--- src/rtl/rob_buffer.sv ---
// Reorder buffer: circular queue of in-flight instructions.
// Allocated in order, filled out of order from the CDB, retired in order.
module rob_buffer #(
    parameter int ROB_DEPTH   = 8,
    parameter int ROB_IDX_LEN = 3,
    parameter int REG_IDX_LEN = 5,
    parameter int XLEN        = 64
) (
    input  logic                   clk_i,
    input  logic                   rst_i,
    input  logic                   flush_i,
    input  logic                   issue_valid_i,
    output logic                   issue_ready_o,
    input  logic [REG_IDX_LEN-1:0] issue_rd_idx_i,
    output logic [ROB_IDX_LEN-1:0] issue_tail_idx_o,
    input  logic [ROB_IDX_LEN-1:0] issue_rs1_rob_idx_i,
    output logic                   issue_rs1_ready_o,
    output logic [XLEN-1:0]        issue_rs1_value_o,
    input  logic [ROB_IDX_LEN-1:0] issue_rs2_rob_idx_i,
    output logic                   issue_rs2_ready_o,
    output logic [XLEN-1:0]        issue_rs2_value_o,
    input  logic                   cdb_valid_i,
    input  logic [ROB_IDX_LEN-1:0] cdb_rob_idx_i,
    input  logic [XLEN-1:0]        cdb_value_i,
    input  logic                   cdb_except_i,
    output logic                   comm_valid_o,
    input  logic                   comm_ready_i,
    output logic [ROB_IDX_LEN-1:0] comm_head_idx_o,
    output logic [REG_IDX_LEN-1:0] comm_rd_idx_o,
    output logic [XLEN-1:0]        comm_value_o,
    output logic                   comm_except_o
);

    localparam logic [ROB_IDX_LEN:0] FULL = (ROB_IDX_LEN+1)'(ROB_DEPTH);

    logic [ROB_DEPTH-1:0]   valid_q;
    logic [ROB_DEPTH-1:0]   res_ready_q;
    logic [ROB_DEPTH-1:0]   except_q;
    logic [REG_IDX_LEN-1:0] rd_q    [ROB_DEPTH];
    logic [XLEN-1:0]        value_q [ROB_DEPTH];
    logic [ROB_IDX_LEN-1:0] head_q;
    logic [ROB_IDX_LEN-1:0] tail_q;
    logic [ROB_IDX_LEN:0]   count_q;

    logic alloc;
    logic commit;
    logic cdb_wr;
    logic rs1_hit;
    logic rs2_hit;

    assign issue_ready_o    = (count_q != FULL);
    assign issue_tail_idx_o = tail_q;

    assign alloc  = issue_valid_i && issue_ready_o;
    assign commit = comm_valid_o && comm_ready_i;
    // Allocation owns the tail slot; a stale broadcast to it is dropped.
    assign cdb_wr = cdb_valid_i && valid_q[cdb_rob_idx_i]
                  && !(alloc && (cdb_rob_idx_i == tail_q));

    assign comm_valid_o    = valid_q[head_q] && res_ready_q[head_q];
    assign comm_head_idx_o = head_q;
    assign comm_rd_idx_o   = rd_q[head_q];
    assign comm_value_o    = value_q[head_q];
    assign comm_except_o   = except_q[head_q];

    assign rs1_hit = cdb_valid_i && (cdb_rob_idx_i == issue_rs1_rob_idx_i)
                   && valid_q[issue_rs1_rob_idx_i];
    assign rs2_hit = cdb_valid_i && (cdb_rob_idx_i == issue_rs2_rob_idx_i)
                   && valid_q[issue_rs2_rob_idx_i];

    assign issue_rs1_ready_o = rs1_hit || (valid_q[issue_rs1_rob_idx_i]
                             && res_ready_q[issue_rs1_rob_idx_i]);
    assign issue_rs1_value_o = rs1_hit ? cdb_value_i
                             : value_q[issue_rs1_rob_idx_i];
    assign issue_rs2_ready_o = rs2_hit || (valid_q[issue_rs2_rob_idx_i]
                             && res_ready_q[issue_rs2_rob_idx_i]);
    assign issue_rs2_value_o = rs2_hit ? cdb_value_i
                             : value_q[issue_rs2_rob_idx_i];

    // Entry flags and queue pointers; reset and flush empty the buffer.
    always_ff @(posedge clk_i) begin
        if (rst_i || flush_i) begin
            valid_q     <= '0;
            res_ready_q <= '0;
            except_q    <= '0;
            head_q      <= '0;
            tail_q      <= '0;
            count_q     <= '0;
        end else begin
            if (alloc) begin
                valid_q[tail_q]     <= 1'b1;
                res_ready_q[tail_q] <= 1'b0;
                except_q[tail_q]    <= 1'b0;
                tail_q              <= tail_q + ROB_IDX_LEN'(1);
            end
            if (cdb_wr) begin
                res_ready_q[cdb_rob_idx_i] <= 1'b1;
                except_q[cdb_rob_idx_i]    <= cdb_except_i;
            end
            if (commit) begin
                valid_q[head_q]     <= 1'b0;
                res_ready_q[head_q] <= 1'b0;
                head_q              <= head_q + ROB_IDX_LEN'(1);
            end
            case ({alloc, commit})
                2'b10:   count_q <= count_q + (ROB_IDX_LEN+1)'(1);
                2'b01:   count_q <= count_q - (ROB_IDX_LEN+1)'(1);
                default: count_q <= count_q;
            endcase
        end
    end

    // Payload storage; contents are meaningless while the entry is invalid.
    always_ff @(posedge clk_i) begin
        if (!rst_i && !flush_i) begin
            if (alloc) begin
                rd_q[tail_q] <= issue_rd_idx_i;
            end
            if (cdb_wr) begin
                value_q[cdb_rob_idx_i] <= cdb_value_i;
            end
        end
    end

endmodule

--- config.mk ---
export PLATFORM = sky130hd
export DESIGN_NAME = rob_buffer
export DESIGN_NICKNAME = d
export VERILOG_FILES = /design/src/rtl/rob_buffer.sv
export SDC_FILE = /design/constraint.sdc
export NUM_CORES = 1
export LEC_CHECK = 0
export CORE_MARGIN = 1
export CORE_UTILIZATION = 53
export DETAILED_ROUTE_END_ITERATION = 10
export GPL_TIMING_DRIVEN = 1
export PLACE_DENSITY = 0.77
export RECOVER_POWER = 50
export SLEW_MARGIN = 20
export SYNTH_ARGS = -nofsm -noshare
export SYNTH_HDL_FRONTEND = slang
export SYNTH_SLANG_ARGS = --single-unit
--- constraint.sdc ---
create_clock -name clk_i -period 7.2 [get_ports clk_i]
set_input_delay 1.44 -clock clk_i [delete_from_list [all_inputs] [get_ports clk_i]]
set_output_delay 1.44 -clock clk_i [all_outputs]
set_load 0.01 [all_outputs]
==> run metrics <==
vias in the first global route=20,444; synth warn=0; Post-Syn Area per Cell=17.5 um^2; Post-route DRC=30; Final ANT Viol Nets=0; num rows=89; Overflow after GRT=0; total power=7.44 mW; Clock transition at path regs=0.06 ns; commonest non-fill, non-tap cells in the layout=edfxtp_1 (552), mux4_2 (404), clkdlybuf4s50_1 (208); CTS Sinks=589; Pwr per Cell Area=200 mW/mm^2; final hold vios=0; final hold slack=0.489 ns; hold_sp=count_q[3]$_SDFFE_PP0P_; worst vdd ir=0.176 mV; pre-CTS setup slack=1.17 ns; worst-case clock buffer depth=3; Worst Skew=0.0225 ns; synthesis-to-finish area growth=17.3%; period utilization=83.2%; WL/cell=29.4 um; crit-path cells=dlygate4sd3_1, xnor2_1, nand4_1, nor2_4, buf_4, nand2_1, o21ai_0, clkdlybuf4s50_1; final core occ=63.0%; Critical Path Sink=issue_rs1_value_o[31]; worst hold path type=register to register; number of port buffers=292; Max Used Layer=met5; CP max stage cell=dlygate4sd3_1; worst reg2reg setup slack=2.04 ns; worst r2r path cells=5; Initial Util=53.7%; instance count on the critical path=8; placer's final routability congestion estimate=0.849; H-tree depth=2; dpl hpwl=49.7 mm; fin nets=2,135; via count=19,501; max incr delay on CP=0.83 ns; M1 WL=31.0 mm; relative slew slack=-96.1%; critical path required time=5.76 ns; Iter 0 DRT Violations=1,896; Leak=11.6 nW; area of the mapped netlist=0.0317 mm^2; hold path cells=2; reg2reg start=count_q[0]$_SDFFE_PP0P_; crit path launch=cdb_rob_idx_i[2]; RSZ-0062 raised after global routing=false; final worst path period need=5.99 ns; DP Cell Count=2,755; Worst Setup Start Kind=input port; most common cell after layout, fill and taps aside=edfxtp_1; status=finished, violations left; first-pass GRT wire length=127 mm; Synth Net Count=1,906; Mapped Cells=1,816; Most used DFF post-synth=edfxtp_1; CP Class=input port to output port; final cell count without fillers=2,865; max-cap viol count=4; Synth cell types=56; sequential area share after synthesis=54.5%; io pins=293; final setup fails=0; failing checks=design-rule violations, max-capacitance violations, max-slew violations; number of flops mapped to enable cells by yosys=552; critical path endpoint category=output port; CP bufs+invs=3; critical path arrival=4.55 ns; Die Width=247 um; total die area=0.0609 mm^2; achievable clock frequency=167 MHz; metal3 WL=7.87 mm; Tightest Pin Transition=2.94 ns; root buffer cell=clkbuf_16; largest net degree at the start of global routing=130; # resized after CTS=0; GRT Overall Usage=28.1%; clk_lat worst skew=0.63 ns; chip height=247 um; Reg2Reg Capture Point=value_q[3][32]$_DFFE_PP_; total CTS buffers=61; WL final=84.3 mm; cts hold-fix bufs=0; crit-path max FO=38; DR pass1 iterations=10; Slew Limit Fails=115; core area=0.0591 mm^2; CTS tree=built; Via density=6.81; final setup margin=1.21 ns; Async S/R FF share, synth=0%; layout cells sized above 1=30.2%; CP top delay family=buffers and inverters; initial antenna violation count=6; #FFs+latches synth=589; metal2 WL=43.0 mm; postcts setup bufs=0
## worst min-delay path, cell delays in order (launching register included)
cell     delay [ns]
dfxtp_1        0.32
o21ai_0        0.07
a21oi_1        0.06
## where the power goes
part           switching, mW  total (mW)  internal, mW
sequential           0.00412        3.75          3.74
combinational          0.328       0.645         0.317
clock                   1.31        3.05          1.74
total                   1.64        7.44          5.80
## worst min path at each step
stage,endpoint
finish,count_q[3]$_SDFFE_PP0P_
global route,except_q[1]$_SDFF_PP0_
CTS,count_q[3]$_SDFFE_PP0P_
detailed placement,count_q[3]$_SDFFE_PP0P_
global placement,count_q[3]$_SDFFE_PP0P_
floorplan,count_q[3]$_SDFFE_PP0P_
## stage by stage
stage,area [um^2],TNS (ns)
2_1_floorplan,31700,-60.19
3_3_place_gp,35400,0
3_5_place_dp,35400,0
4_1_cts,37300,0
5_1_grt,37300,0
6_report,37300,0
## metal layers
layer	up-vias	track usage [%]
met1	10099	36.4
met5	-	0
met4	6	8.81
met3	160	6.44
li1	8144	-
met2	1092	47.3
## registers in the layout, indices dropped and copies added, names as in the netlist, named ones only
name	cells
issue_tail_idx_o	3
comm_head_idx_o	3
rd_q	40
except_q	8
value_q	512
res_ready_q	8
count_q	4
valid_q	8
## cell families (layout without fill, tap and decap cells)
kind of cell | Yosys count | count (layout) | synth area share (%)
buf+inv | 174 | 449 | 2.35
simple gates | 217 | 217 | 3.05
compound gates | 201 | 201 | 3.85
flops | 589 | 589 | 54.5
fa+ha+maj | 5 | 5 | 0.197
other cells | 0 | 1 | 0
mux | 616 | 616 | 35.6
xor+xnor | 14 | 14 | 0.386
## layout make-up
cell class                      instances  area (um^2)
Inverter                               10         37.5
Antenna cell                            1         2.50
Clock buffer                           72         1590
Multi-Input combinational cell       1053        13700
Clock inverter                         37          323
Sequential cell                       589        17300
Tap cell                              773          967
Fill cell                            3983        21900
Timing Repair Buffer                  330         3290
## Yosys cell counts, types with 5 or more instances
master	n	area (um^2)
o21ai_1	17	85.1
mux2_2	74	833
buf_2	56	280
a2bb2oi_1	8	70.1
o31ai_1	8	60.1
mux4_2	404	9100
clkbuf_1	91	342
nor2_1	26	97.6
dfxtp_1	37	741
a21oi_1	10	50.1
a211oi_1	6	45.0
nand3_1	6	30.0
buf_1	12	45.0
nand2_1	140	526
a221oi_1	8	70.1
mux2i_1	138	1380
nor3_1	9	45.0
edfxtp_1	552	16600
xor2_1	5	43.8
o21ai_0	116	581
inv_1	10	37.5
o2111ai_1	8	70.1
xnor2_1	9	78.8
nor2b_1	5	31.3
ha_1	5	62.6
Note: power is estimated with default switching activity, not from simulation.
